==> config.mk <==
export PLATFORM = sky130hd
export DESIGN_NAME = sc_regpointrot
export DESIGN_NICKNAME = d
export VERILOG_FILES = /design/src/rtl/sc_regpointrot_pkg.sv /design/src/rtl/sc_regpointrot_prescaler.sv /design/src/rtl/sc_regpointrot.sv
export SDC_FILE = /design/constraint.sdc
export NUM_CORES = 1
export LEC_CHECK = 0
export BUFFER_PORTS_ARGS = -buffer_cell sky130_fd_sc_hd__buf_4
export CELL_PAD_IN_SITES_DETAIL_PLACEMENT = 1
export CELL_PAD_IN_SITES_GLOBAL_PLACEMENT = 1
export CORE_UTILIZATION = 40
export DETAILED_ROUTE_END_ITERATION = 12
export HOLD_SLACK_MARGIN = 0.05
export PLACE_DENSITY_LB_ADDON = 0.3
export SYNTH_ARGS = -nofsm -noshare
export SYNTH_HDL_FRONTEND = slang
export SYNTH_SLANG_ARGS = --single-unit
==> constraint.sdc <==
create_clock -name SC_RegPOINTROT_CLOCK_50 -period 4.7 [get_ports SC_RegPOINTROT_CLOCK_50]
set_input_delay 0.235 -clock SC_RegPOINTROT_CLOCK_50 [delete_from_list [all_inputs] [get_ports SC_RegPOINTROT_CLOCK_50]]
set_output_delay 0.235 -clock SC_RegPOINTROT_CLOCK_50 [all_outputs]
set_load 0.1 [all_outputs]
==> src/rtl/sc_regpointrot_pkg.sv <==
// Shared encodings for the rotating point register: step modes and ping-pong states.
package sc_regpointrot_pkg;

  typedef enum logic [1:0] {
    MODE_HOLD     = 2'b00,
    MODE_ROTL     = 2'b01,
    MODE_ROTR     = 2'b10,
    MODE_PINGPONG = 2'b11
  } modeT;

  typedef enum logic {
    PP_LEFT  = 1'b0,
    PP_RIGHT = 1'b1
  } ppStateT;

endpackage

==> src/rtl/sc_regpointrot_prescaler.sv <==
// Auto-step prescaler: counts 0..period and raises tick on the terminal count.
module sc_regpointrot_prescaler #(
  parameter int PW = 4
) (
  input  logic          clk,
  input  logic          rst,
  input  logic          enable,
  input  logic          restart,
  input  logic [PW-1:0] period,
  output logic          tick
);

  logic [PW-1:0] countReg;

  assign tick = enable && (countReg == period);

  // Counter restarts on clear/load, idles at zero when disabled, wraps after tick.
  always_ff @(posedge clk or posedge rst) begin
    if (rst) begin
      countReg <= {PW{1'b0}};
    end else if (restart || !enable || tick) begin
      countReg <= {PW{1'b0}};
    end else begin
      countReg <= countReg + {{(PW-1){1'b0}}, 1'b1};
    end
  end

endmodule

==> src/rtl/sc_regpointrot.sv <==
// Rotating point register with multi-bit rotate, ping-pong bounce and auto-step timer.
// Optional logical-shift mode is enabled with `define SC_REGPOINTROT_LOGICAL_SHIFT_EN.
module sc_regpointrot
  import sc_regpointrot_pkg::*;
#(
  parameter int REGPOINTROT_DATAWIDTH     = 8,
  parameter int REGPOINTROT_AMTWIDTH      = 3,
  parameter int REGPOINTROT_PRESCALEWIDTH = 4,
  parameter logic [REGPOINTROT_DATAWIDTH-1:0] DATA_FIXED_INITREGPOINT = 8'b00000001
) (
  input  logic                                 SC_RegPOINTROT_CLOCK_50,
  input  logic                                 SC_RegPOINTROT_RESET_InHigh,
  input  logic                                 SC_RegPOINTROT_clear_InLow,
  input  logic                                 SC_RegPOINTROT_load_InLow,
  input  logic [REGPOINTROT_DATAWIDTH-1:0]     SC_RegPOINTROT_data_InBUS,
  input  logic [1:0]                           SC_RegPOINTROT_mode_In,
  input  logic [REGPOINTROT_AMTWIDTH-1:0]      SC_RegPOINTROT_amount_In,
  input  logic                                 SC_RegPOINTROT_step_InLow,
  input  logic                                 SC_RegPOINTROT_autostep_en_In,
  input  logic [REGPOINTROT_PRESCALEWIDTH-1:0] SC_RegPOINTROT_prescale_In,
`ifdef SC_REGPOINTROT_LOGICAL_SHIFT_EN
  input  logic                                 SC_RegPOINTROT_shiftmode_In,
  input  logic                                 SC_RegPOINTROT_fill_In,
`endif
  output logic [REGPOINTROT_DATAWIDTH-1:0]     SC_RegPOINTROT_data_OutBUS,
  output logic [REGPOINTROT_AMTWIDTH-1:0]      SC_RegPOINTROT_position_OutBUS,
  output logic                                 SC_RegPOINTROT_dir_Out,
  output logic                                 SC_RegPOINTROT_wrap_OutHigh
);

  localparam int W = REGPOINTROT_DATAWIDTH;
  localparam int A = REGPOINTROT_AMTWIDTH;

  logic [W-1:0] dataReg;
  logic [A-1:0] posReg;
  ppStateT      ppState;
  logic         wrapReg;

  logic         tick;
  logic         stepEvent;
  logic         restart;
  logic         logicalSel;
  logic         fillSel;
  logic [W-1:0] leftData;
  logic [W-1:0] rightData;
  logic [A:0]   posSum;
  logic [W-1:0] stepData;
  logic [A-1:0] stepPos;
  ppStateT      stepState;
  logic         stepWrap;

`ifdef SC_REGPOINTROT_LOGICAL_SHIFT_EN
  assign logicalSel = SC_RegPOINTROT_shiftmode_In;
  assign fillSel    = SC_RegPOINTROT_fill_In;
`else
  assign logicalSel = 1'b0;
  assign fillSel    = 1'b0;
`endif

  function automatic logic [W-1:0] moveLeft(input logic [W-1:0] d, input logic [A-1:0] amt,
                                            input logic logical, input logic fill);
    logic [2*W-1:0] wide;
    logic [W-1:0]   vacated;
    wide    = {d, d} << amt;
    vacated = ~({W{1'b1}} << amt);
    if (logical) begin
      moveLeft = (d << amt) | (fill ? vacated : {W{1'b0}});
    end else begin
      moveLeft = wide[2*W-1:W];
    end
  endfunction

  function automatic logic [W-1:0] moveRight(input logic [W-1:0] d, input logic [A-1:0] amt,
                                             input logic logical, input logic fill);
    logic [2*W-1:0] wide;
    logic [W-1:0]   vacated;
    wide    = {d, d} >> amt;
    vacated = ~({W{1'b1}} >> amt);
    if (logical) begin
      moveRight = (d >> amt) | (fill ? vacated : {W{1'b0}});
    end else begin
      moveRight = wide[W-1:0];
    end
  endfunction

  assign restart   = !SC_RegPOINTROT_clear_InLow || !SC_RegPOINTROT_load_InLow;
  assign stepEvent = !SC_RegPOINTROT_step_InLow || tick;
  assign leftData  = moveLeft(dataReg, SC_RegPOINTROT_amount_In, logicalSel, fillSel);
  assign rightData = moveRight(dataReg, SC_RegPOINTROT_amount_In, logicalSel, fillSel);

  sc_regpointrot_prescaler #(
    .PW(REGPOINTROT_PRESCALEWIDTH)
  ) uPrescaler (
    .clk     (SC_RegPOINTROT_CLOCK_50),
    .rst     (SC_RegPOINTROT_RESET_InHigh),
    .enable  (SC_RegPOINTROT_autostep_en_In),
    .restart (restart),
    .period  (SC_RegPOINTROT_prescale_In),
    .tick    (tick)
  );

  // Next-state of a single step; the carry of posSum marks a left overflow past W-1.
  always_comb begin
    posSum    = {1'b0, posReg} + {1'b0, SC_RegPOINTROT_amount_In};
    stepData  = dataReg;
    stepPos   = posReg;
    stepState = ppState;
    stepWrap  = 1'b0;
    case (modeT'(SC_RegPOINTROT_mode_In))
      MODE_HOLD: begin
        stepWrap = 1'b0;
      end
      MODE_ROTL: begin
        stepData = leftData;
        stepPos  = posSum[A-1:0];
        stepWrap = posSum[A];
      end
      MODE_ROTR: begin
        stepData = rightData;
        stepPos  = posReg - SC_RegPOINTROT_amount_In;
        stepWrap = (SC_RegPOINTROT_amount_In > posReg);
      end
      MODE_PINGPONG: begin
        if (ppState == PP_LEFT) begin
          if (!posSum[A]) begin
            stepData = leftData;
            stepPos  = posSum[A-1:0];
          end else begin
            stepState = PP_RIGHT;
            stepWrap  = 1'b1;
          end
        end else begin
          if (posReg >= SC_RegPOINTROT_amount_In) begin
            stepData = rightData;
            stepPos  = posReg - SC_RegPOINTROT_amount_In;
          end else begin
            stepState = PP_LEFT;
            stepWrap  = 1'b1;
          end
        end
      end
      default: begin
        stepWrap = 1'b0;
      end
    endcase
  end

  // Register update with clear > load > step priority; wrap lasts one cycle.
  always_ff @(posedge SC_RegPOINTROT_CLOCK_50 or posedge SC_RegPOINTROT_RESET_InHigh) begin
    if (SC_RegPOINTROT_RESET_InHigh) begin
      dataReg <= {W{1'b0}};
      posReg  <= {A{1'b0}};
      ppState <= PP_LEFT;
      wrapReg <= 1'b0;
    end else if (!SC_RegPOINTROT_clear_InLow) begin
      dataReg <= DATA_FIXED_INITREGPOINT;
      posReg  <= {A{1'b0}};
      ppState <= PP_LEFT;
      wrapReg <= 1'b0;
    end else if (!SC_RegPOINTROT_load_InLow) begin
      dataReg <= SC_RegPOINTROT_data_InBUS;
      posReg  <= {A{1'b0}};
      ppState <= PP_LEFT;
      wrapReg <= 1'b0;
    end else if (stepEvent) begin
      dataReg <= stepData;
      posReg  <= stepPos;
      ppState <= stepState;
      wrapReg <= stepWrap;
    end else begin
      wrapReg <= 1'b0;
    end
  end

  assign SC_RegPOINTROT_data_OutBUS     = dataReg;
  assign SC_RegPOINTROT_position_OutBUS = posReg;
  assign SC_RegPOINTROT_dir_Out         = (ppState == PP_RIGHT);
  assign SC_RegPOINTROT_wrap_OutHigh    = wrapReg;

endmodule

==> key figures, run 1 <==
Placed design
  – DP HPWL: 3930 um
  – PortBufs: 35
  – Dpl cells: 257
  – Dpl cell area: 2110 sq um
  – GPL Wtd Cong: 0.872

Logic synthesis
  – Syn. warnings: 0
  – #FFs+latches synth: 17
  – Post-Syn Instances: 180
  – Synth Net Count: 216
  – Prevailing post-synth register cell: dfrtp_1
  – Register area share after synthesis: 0.226
  – Distinct cells, synth: 44
  – Largest area contributor in the netlist: dfrtp_1
  – Mapped Avg Cell Area: 10.5 sq um
  – Syn Std Cell Area: 1880 sq um
  – Async S/R FF share, synth: 1.00
  – Number of enable flip-flop cells after synthesis: 0
  – Largest cells by area after synthesis: dfrtp_1 23%, mux4_2 12%, mux2_2 7.8%
  – Synth top area share: 0.226

Route
  – Vias/cell: 5.84
  – Vias: 1,523
  – Post-Route WL: 4770 um
  – Wire per inst: 18.3 um
  – Residual DRC: 8
  – Final ANT Viol Nets: 0
  – First-pass DRT Iterations: 8
  – Drt initial violations: 65

Global routing
  – Total global routing overflow: 0
  – First-pass GRT wire length: 8120 um
  – Total global-route track usage: 0.204
  – Initial antenna violation count: 0
  – Largest net degree at the start of global routing: 20
  – Number of global-route vias before repair: 1,677

Setup path
  – Crit path depth: 5
  – Crit path launch type: flop
  – Setup crit end kind: flop
  – Worst Path Required: 4830 ps
  – Family with the most delay on the worst path: compound AO/OA/AOI/OAI gates
  – Buf+Inv Stages, Crit Path: 0
  – Reg-to-reg slack, setup: 1830 ps
  – RR Startpoint: SC_RegPOINTROT_position_OutBUS[2]$_DFFE_PP0P_
  – CP Class: reg -> reg
  – Worst Setup SP: SC_RegPOINTROT_position_OutBUS[2]$_DFFE_PP0P_
  – Crit Path Max Fanout: 11
  – CP cell instances: ha_1, o311ai_1, a2bb2oi_1, a31oi_1, mux2_2
  – Arr. time, crit path: 3000 ps
  – CP endpoint: SC_RegPOINTROT_position_OutBUS[2]$_DFFE_PP0P_
  – Worst R2R End: SC_RegPOINTROT_position_OutBUS[2]$_DFFE_PP0P_
  – Worst reg-to-reg path cell count: 5
  – Crit-path max cell delay: 710 ps
  – CP max-delay cell: a31oi_1

Clock network
  – CTS Buf Count: 3
  – Clock-pin slew on the worst setup and hold paths: 70 ps
  – Hold Buf Count CTS: 0
  – CTS H-tree depth: 1
  – Clk sink count: 17
  – CTS Root Cell: clkbuf_8
  – Clock buffer depth: 2
  – Setup Buffers After CTS: 0
  – CTS tree: yes
  – PostCTS Resize Cnt: 0
  – Clk Latency, worst-skew pair: 240 ps

Finish
  – Multi-input gate area: 1270 sq um
  – Final Non-Filler Cells: 261
  – Fraction of layout cells with a size suffix above 1: 0.316
  – Post-route cell area: 2160 sq um
  – P&R area growth vs syn: 14.5%
  – Diode count: 0
  – Final core utilization: 0.486
  – Sequential cell area: 425 sq um
  – Layout Nets: 246
  – FILL cells: 520

STA
  – Final min period: 2870 ps
  – Worst Skew: 2.43 ps
  – Final Setup Violations: 0
  – Final worst-path cycle share: 0.611
  – Slew Limit Headroom: 0.385
  – Final hold vios: 0
  – Worst Tran Pin Value: 917 ps
  – Setup TNS: 0 ps
  – RSZ-0062 raised after global routing: false
  – Max Slew Vio Count: 0
  – Fmax: 0.348 GHz

Status
  – Status: finished, violations left
  – Failing checks: design-rule violations

Die
  – Die X-Extent: 70.6 um
  – IO Count: 36
  – Core Region: 4440 sq um
  – Die ar.: 4990 sq um
  – FP Rows: 24
  – Die height: 70.6 um
  – Starting density of the core: 0.424

Power and ir drop
  – Worst vdd ir: 0.120 mV
  – P per Cell Area: 250 nW/um^2
  – Leakage: 1.01 nW
  – Power Total: 0.540 mW

Min path
  – Worst hold path type: in -> async

Flow run
  – Max_cap viols: 0
## logic make-up after synthesis
logic type / after synthesis / synth area share
multiplexers: 36 / 0.303
adder cells (fa/ha/maj): 13 / 0.0943
buffers and inverters: 33 / 0.0989
AO/OA/AOI/OAI: 34 / 0.141
flip-flops: 17 / 0.226
XOR/XNOR: 8 / 0.0372
AND/OR/NAND/NOR: 39 / 0.0989
## worst min-delay path by stage
| stage | endpoint | depth (start not counted) |
|---|---|---|
| final | uPrescaler.countReg[0]$_DFF_PP0_ | 2 |
| after floorplan | SC_RegPOINTROT_data_OutBUS[0]$_DFFE_PP0P_ | 1 |
| after detailed placement | uPrescaler.countReg[0]$_DFF_PP0_ | 2 |
| after CTS | uPrescaler.countReg[0]$_DFF_PP0_ | 2 |
| after global placement | uPrescaler.countReg[0]$_DFF_PP0_ | 2 |
| after global routing | SC_RegPOINTROT_data_OutBUS[0]$_DFFE_PP0P_ | 2 |
## layout by cell type (no fill, tap or decap), drive strengths merged
cell / count
inv: 23
a221oi: 1
or2: 1
a22oi: 2
xnor2: 6
a2111oi: 1
a21oi: 2
nor2: 12
mux2i: 8
clkbuf: 3
o311ai: 1
a2bb2oi: 1
fa: 2
nor3: 1
a32oi: 1
o21ai: 3
ha: 11
o21a: 2
buf: 35
o22ai: 1
o31ai: 1
dfrtp: 17
nor2b: 3
nand3: 9
nand2: 6
nand4: 3
xor2: 2
mux4: 14
a22o: 7
mux2: 14
a41o: 1
a211oi: 1
nand2b: 4
a211o: 2
a21o: 1
clkinv: 1
o221ai: 5
a31oi: 1
## metrics by stage
step,hold slack [ps],setup slack (ps)
floorplan,161,1950
global placement,337,1930
detailed placement,362,1690
CTS,96.0,1870
global route,133,1650
finish,75.6,1830
## cell usage after synthesis (3+ instances only)
cell type and instances:
mux2i_1 8, buf_6 5, nand2_1 6, nand4_1 3, ha_1 11, mux4_1 4
o21ai_0 3, o221ai_1 5, nor2_1 12, a22o_1 7, nand3_1 9, xnor2_1 6
nand2b_1 4, dfrtp_1 17, inv_1 21, nor2b_1 3, mux4_2 10, mux2_2 13
## power breakdown
group          internal [mW]  switching, mW
Clock                 0.0586         0.0474
Combinational          0.102          0.156
Sequential             0.156         0.0199
## metal layers
metal,vias to the layer above,wire length (um),global-route usage
met5,-,0,0
met4,0,0,0.0311
met3,0,129,0.0114
met2,33,2500,0.379
met1,761,2140,0.269
li1,729,-,-
## layout make-up
| class | instances | share of cell area |
|---|---|---|
| Inverter | 23 | 0.0400 |
| Clock buffer | 3 | 0.0191 |
| Tap cell | 52 | 0.0301 |
| Timing Repair Buffer | 35 | 0.122 |
| Clock inverter | 1 | 0.00232 |
| Multi-Input combinational cell | 130 | 0.590 |
| Sequential cell | 17 | 0.197 |
## flip-flops by register name, summed over array words and instances, names as in the netlist
register and cells:
SC_RegPOINTROT_data_OutBUS 8, uPrescaler.countReg 4, SC_RegPOINTROT_position_OutBUS 3, SC_RegPOINTROT_dir_Out 1, SC_RegPOINTROT_wrap_OutHigh 1
(Power assumes the default switching activity.)
==> inputs of run 2 (changes only) <==
ABC_AREA = 1   (was unset)
CORE_UTILIZATION = 35   (was 40)
clock period = 2.6 ns   (was 4.7 ns; I/O delays follow)
==> key figures, run 2 <==
Logic synthesis
  – Syn. warnings: 0
  – Largest cells by area after synthesis: nand2_1 27%, dfrtp_1 22%, nand3_1 15%
  – Distinct cells, synth: 31
  – Register area share after synthesis: 0.224
  – Commonest cells in the netlist: 138 x nand2_1, 57 x nand3_1, 18 x inv_1
  – Count leader, synth: nand2_1
  – Synth top area share: 0.273
  – Async S/R FF share, synth: 1.00
  – Mapped Avg Cell Area: 6.28 sq um
  – Post-Syn Instances: 302
  – Syn Std Cell Area: 1900 sq um
  – Synth Net Count: 338
  – Number of enable flip-flop cells after synthesis: 0
  – Largest area contributor in the netlist: nand2_1
  – #FFs+latches synth: 17
  – Prevailing post-synth register cell: dfrtp_1

Global routing
  – Total global routing overflow: 0
  – Number of global-route vias before repair: 1,973
  – Largest net degree at the start of global routing: 20
  – Initial antenna violation count: 0
  – First-pass GRT wire length: 9050 um
  – Total global-route track usage: 0.209

Route
  – Vias: 1,985
  – Vias/cell: 4.94
  – First-pass DRT Iterations: 4
  – Residual DRC: 0
  – Post-Route WL: 5610 um
  – Final ANT Viol Nets: 0
  – Wire per inst: 13.9 um
  – Drt initial violations: 79

Power and ir drop
  – Worst vdd ir: 0.275 mV
  – Gate power share: 0.496
  – P per Cell Area: 460 nW/um^2
  – Cell Int Power: 0.539 mW
  – Leakage: 1.25 nW
  – Sequential power share: 0.307
  – Psw: 0.486 mW
  – Clock share of power: 0.197
  – Switching Share: 0.474
  – Power Total: 1.02 mW

Finish
  – Fraction of layout cells with a size suffix above 1: 0.193
  – Diode count: 0
  – Multi-input gate area: 1290 sq um
  – Most frequent cells in the layout: 138 x nand2_1, 57 x nand3_1, 35 x buf_4
  – Sequential cell area: 425 sq um
  – Layout Nets: 369
  – Max reg flops: 8
  – FILL cells: 693
  – Final Non-Filler Cells: 402
  – P&R area growth vs syn: 17.6%
  – Commonest non-fill, non-tap cell in the layout: nand2_1

Clock network
  – Clk sink count: 17
  – PostCTS Resize Cnt: 0
  – Clk Latency, worst-skew pair: 250 ps
  – Setup Buffers After CTS: 0
  – CTS Root Cell: clkbuf_8
  – CTS Buf Count: 3
  – CTS tree: yes
  – Hold Buf Count CTS: 1
  – Clock-pin slew on the worst setup and hold paths: 70 ps
  – CTS H-tree depth: 1
  – Clock buffer depth: 2

Placed design
  – Dpl cells: 397
  – DP HPWL: 4650 um
  – PortBufs: 35
  – GPL Wtd Cong: 0.842

STA
  – Max Slew Vio Count: 0
  – Slew Limit Headroom: 0.548
  – Setup TNS: 0 ps
  – Fmax: 0.522 GHz
  – Worst Tran Pin Value: 677 ps
  – Final min period: 1920 ps
  – Final worst-path cycle share: 0.737
  – Final Setup Violations: 0
  – Final hold vios: 0
  – RSZ-0062 raised after global routing: false
  – Worst Skew: 4.18 ps

Setup path
  – Crit path launch type: flop
  – CP max-delay cell: ha_1
  – Worst Path Required: 2790 ps
  – CP cell instances: ha_1, nand2_2, nor2_4, nor2_4, nand2_2, nand3_2, nand2_2, nand2_4, nor2_8, nand2_1, nand2_1
  – Buf+Inv Stages, Crit Path: 0
  – Crit-path max cell delay: 480 ps
  – CP Class: reg -> reg
  – Arr. time, crit path: 2110 ps
  – Family with the most delay on the worst path: simple AND/OR/NAND/NOR gates
  – Top cell by count, worst path: nand2_2
  – Crit Path Max Fanout: 14
  – Setup crit end kind: flop

Die
  – Starting density of the core: 0.366
  – Die X-Extent: 75.6 um
  – FP Rows: 26
  – IO Count: 36
  – Die ar.: 5710 sq um
  – Core Region: 5170 sq um
  – Die height: 75.6 um

Status
  – Status: finished, final reports clean

Flow run
  – Max_cap viols: 0

Min path
  – Worst hold path type: in -> reg
-- run 2: cell families after synthesis --
family / synth area share
adder cells (fa/ha/maj): 0.0937
XOR/XNOR: 0.0231
flip-flops: 0.224
AO/OA/AOI/OAI: 0.0568
buffers and inverters: 0.0964
AND/OR/NAND/NOR: 0.506
-- run 2: power groups by stage --
stage,Combinational (mW),Sequential (mW),Clock (mW)
after floorplan,0.258,0.446,0
after detailed placement,0.511,0.320,0
after global placement,0.499,0.320,0
final,0.508,0.314,0.202
after CTS,0.514,0.315,0.205
after global routing,0.557,0.318,0.215
-- run 2: per-stage QoR --
stage	worst slack (ps)	cell area [sq um]	util	hold slack (ps)
after floorplan	293	1900	-	56.1
after global placement	674	2170	0.420	270
after detailed placement	585	2170	0.420	275
after CTS	666	2230	0.431	169
after global routing	525	2230	0.431	194
final	685	2230	0.431	169
-- run 2: path summary, 6_finish.rpt --
path | slack (ps) | startpoint | cells after the start | end
setup / recovery | 680 | SC_RegPOINTROT_position_OutBUS[2]$_DFFE_PP0P_ | 11 | SC_RegPOINTROT_data_OutBUS[3]$_DFFE_PP0P_
hold / removal | 170 | SC_RegPOINTROT_data_InBUS[4] | 5 | SC_RegPOINTROT_data_OutBUS[4]$_DFFE_PP0P_
setup reg to reg | 680 | SC_RegPOINTROT_position_OutBUS[2]$_DFFE_PP0P_ | 11 | SC_RegPOINTROT_data_OutBUS[3]$_DFFE_PP0P_
hold reg to reg | 500 | uPrescaler.countReg[0]$_DFF_PP0_ | 1 | uPrescaler.countReg[0]$_DFF_PP0_
max in group asynchronous | 1630 | SC_RegPOINTROT_RESET_InHigh | 3 | SC_RegPOINTROT_data_OutBUS[2]$_DFFE_PP0P_
min in group asynchronous | 540 | SC_RegPOINTROT_RESET_InHigh | 3 | uPrescaler.countReg[0]$_DFF_PP0_
-- run 2: tightest hold or removal path: stages --
cell	delay, ps
buf_4	70
nand2_1	40
nand2_1	60
nand2_1	40
nand2_1	40
-- run 2: final cells by class --
class                      count  share of cell area
clock buffer                   3              0.0185
inverter                      25              0.0494
sequential                    17               0.191
timing repair buffer          36               0.122
tap                           70              0.0393
clock inverter                 1             0.00224
multi-input combinational    250               0.577
-- run 2: routing by layer --
metal / vias to the layer above / part of all wire / global-route usage
li1: 1017 / - / -
met1: 946 / 0.47 / 0.274
met2: 22 / 0.51 / 0.377
met3: 0 / 0.021 / 0.0225
met4: 0 / 0 / 0.0350
met5: - / 0 / 0
==> inputs of run 3 (changes only) <==
clock period = 1.6 ns   (was 2.6 ns; I/O delays follow)
==> key figures, run 3 (synthesis gave the netlist of run 2 again) <==
Finish
  – Commonest non-fill, non-tap cell in the layout: nand2_1
  – Fraction of layout cells with a size suffix above 1: 0.274
  – Most frequent cells in the layout: 136 x nand2_1, 56 x nand3_1, 53 x buf_4
  – Layout Nets: 388
  – P&R area growth vs syn: 29.7%
  – Max reg flops: 8
  – Diode count: 0

Clock network
  – Clock-pin slew on the worst setup and hold paths: 70 ps
  – Clk Latency, worst-skew pair: 250 ps
  – Clock buffer depth: 2
  – CTS H-tree depth: 1
  – CTS tree: yes
  – CTS Root Cell: clkbuf_8
  – CTS Buf Count: 3
  – Clk sink count: 17

Route
  – Vias/cell: 4.85
  – Wire per inst: 14.2 um
  – Final ANT Viol Nets: 0
  – First-pass DRT Iterations: 3
  – Drt initial violations: 101
  – Vias: 2,041
  – Post-Route WL: 5990 um
  – Residual DRC: 0

Power and ir drop
  – Gate power share: 0.529
  – Clock share of power: 0.181
  – Switching Share: 0.462
  – Cell Int Power: 0.953 mW
  – Leakage: 1.34 nW
  – Psw: 0.819 mW
  – Power Total: 1.77 mW
  – Sequential power share: 0.290
  – P per Cell Area: 721 nW/um^2
  – Worst vdd ir: 0.394 mV

Setup path
  – Crit path depth: 11
  – Worst reg-to-reg path cell count: 11
  – Family with the most delay on the worst path: simple AND/OR/NAND/NOR gates
  – CP max-delay cell: dfrtp_4
  – Buf+Inv Stages, Crit Path: 0
  – Arr. time, crit path: 1940 ps
  – Worst Path Required: 1790 ps
  – Setup crit end kind: flop
  – CP cell instances: ha_4, nand2_2, nor2_4, nor2_4, nand2_2, nand3_2, nand2_4, nand2_8, nor2_8, nand2_1, nand2_1
  – CP Class: reg -> reg
  – Crit path launch type: flop
  – Crit Path Max Fanout: 7
  – Crit-path max cell delay: 500 ps

STA
  – Final Setup Violations: 12
  – Worst Hold Slack: 126 ps
  – Worst Skew: 1.86 ps
  – Final min period: 1750 ps
  – Worst setup slack after layout: -149 ps
  – Slew Limit Headroom: 0.549
  – Final worst-path cycle share: 1.09
  – Final hold vios: 0
  – Max Slew Vio Count: 0
  – RSZ-0062 raised after global routing: true
  – Worst Tran Pin Value: 676 ps
  – Fmax: 0.572 GHz

Min path
  – WHS Path Cells: 5
  – Worst hold path type: in -> reg

Global routing
  – First-pass GRT wire length: 9740 um
  – Initial antenna violation count: 0
  – Total global routing overflow: 0
  – Total global-route track usage: 0.223
  – Largest net degree at the start of global routing: 18
  – Number of global-route vias before repair: 2,049

Placed design
  – DP HPWL: 4510 um
  – GPL Wtd Cong: 0.790
  – PortBufs: 35

Die
  – IO Count: 36
  – Die X-Extent: 75.6 um
  – Die ar.: 5710 sq um
  – Starting density of the core: 0.366
  – FP Rows: 26
  – Die height: 75.6 um
  – Core Region: 5170 sq um

Flow run
  – Max_cap viols: 0

Status
  – Status: finished, violations left
  – Failing checks: negative setup slack
run 3: cell types whose count changed in the layout (fill, tap and decap cells not counted), sizes merged:
cell,previous run,this run
buf,35,53
nand2,146,147
run 3: routing by layer:
metal  part of all wire  wire length (um)  GRT usage
met5                  0                 0          0
met4                  0                 0     0.0185
met3              0.017               104     0.0198
met2               0.50              3020      0.408
met1               0.48              2860      0.298
run 3: final cells by class:
cell class | instances | area [sq um]
flip-flops and latches | 17 | 438
inverters | 25 | 110
repair buffers | 54 | 408
clock buffers | 3 | 41.3
clock inverters | 1 | 5.00
well taps | 70 | 87.6
multi-input cells | 251 | 1370
fillers | 701 | 2710
run 3: final timing paths:
| path | slack [ps] | startpoint | end |
|---|---|---|---|
| setup / recovery | -150 | SC_RegPOINTROT_position_OutBUS[2]$_DFFE_PP0P_ | SC_RegPOINTROT_data_OutBUS[7]$_DFFE_PP0P_ |
| hold / removal | 130 | SC_RegPOINTROT_data_InBUS[5] | SC_RegPOINTROT_data_OutBUS[5]$_DFFE_PP0P_ |
| setup reg to reg | -150 | SC_RegPOINTROT_position_OutBUS[2]$_DFFE_PP0P_ | SC_RegPOINTROT_data_OutBUS[7]$_DFFE_PP0P_ |
| hold reg to reg | 500 | uPrescaler.countReg[0]$_DFF_PP0_ | uPrescaler.countReg[0]$_DFF_PP0_ |
| max in group asynchronous | 610 | SC_RegPOINTROT_RESET_InHigh | SC_RegPOINTROT_position_OutBUS[0]$_DFFE_PP0P_ |
| min in group asynchronous | 490 | SC_RegPOINTROT_RESET_InHigh | uPrescaler.countReg[1]$_DFF_PP0_ |
run 3: worst register-to-register path, stage by stage, from the launching register on:
cell and delay, ps:
dfrtp_4 500, ha_4 330, nand2_2 80, nor2_4 100
nor2_4 40, nand2_2 70, nand3_2 90, nand2_4 120
nand2_8 90, nor2_8 140, nand2_1 80, nand2_1 50
run 3: per-stage QoR:
step	TNS, ps	utilization	instance area [sq um]	worst slack, ps	std cells
after floorplan	-3250	-	1920	-309	302
after global placement	-981	0.446	2310	-96.8	411
after detailed placement	-1560	0.446	2310	-160	411
after CTS	-1220	0.469	2430	-134	419
after global routing	-2520	0.475	2460	-256	421
final	-1390	0.475	2460	-149	421
run 3: timing repair:
action                     in CTS  in global routing
hold endpoints to repair       17                  0
pin swaps                       8                  2
resized for setup               7                  3
hold buffers                    1                  0
setup endpoints to repair      12                 13
buffers inserted                2                  2
gates cloned                    1                  0
run 3: power groups by stage:
stage / logic [mW] / registers, mW / clock network [mW]
global placement: 0.858 / 0.520 / 0
detailed placement: 0.874 / 0.520 / 0
floorplan: 0.422 / 0.732 / 0
finish: 0.938 / 0.514 / 0.320
global route: 1.02 / 0.517 / 0.349
CTS: 0.910 / 0.513 / 0.332
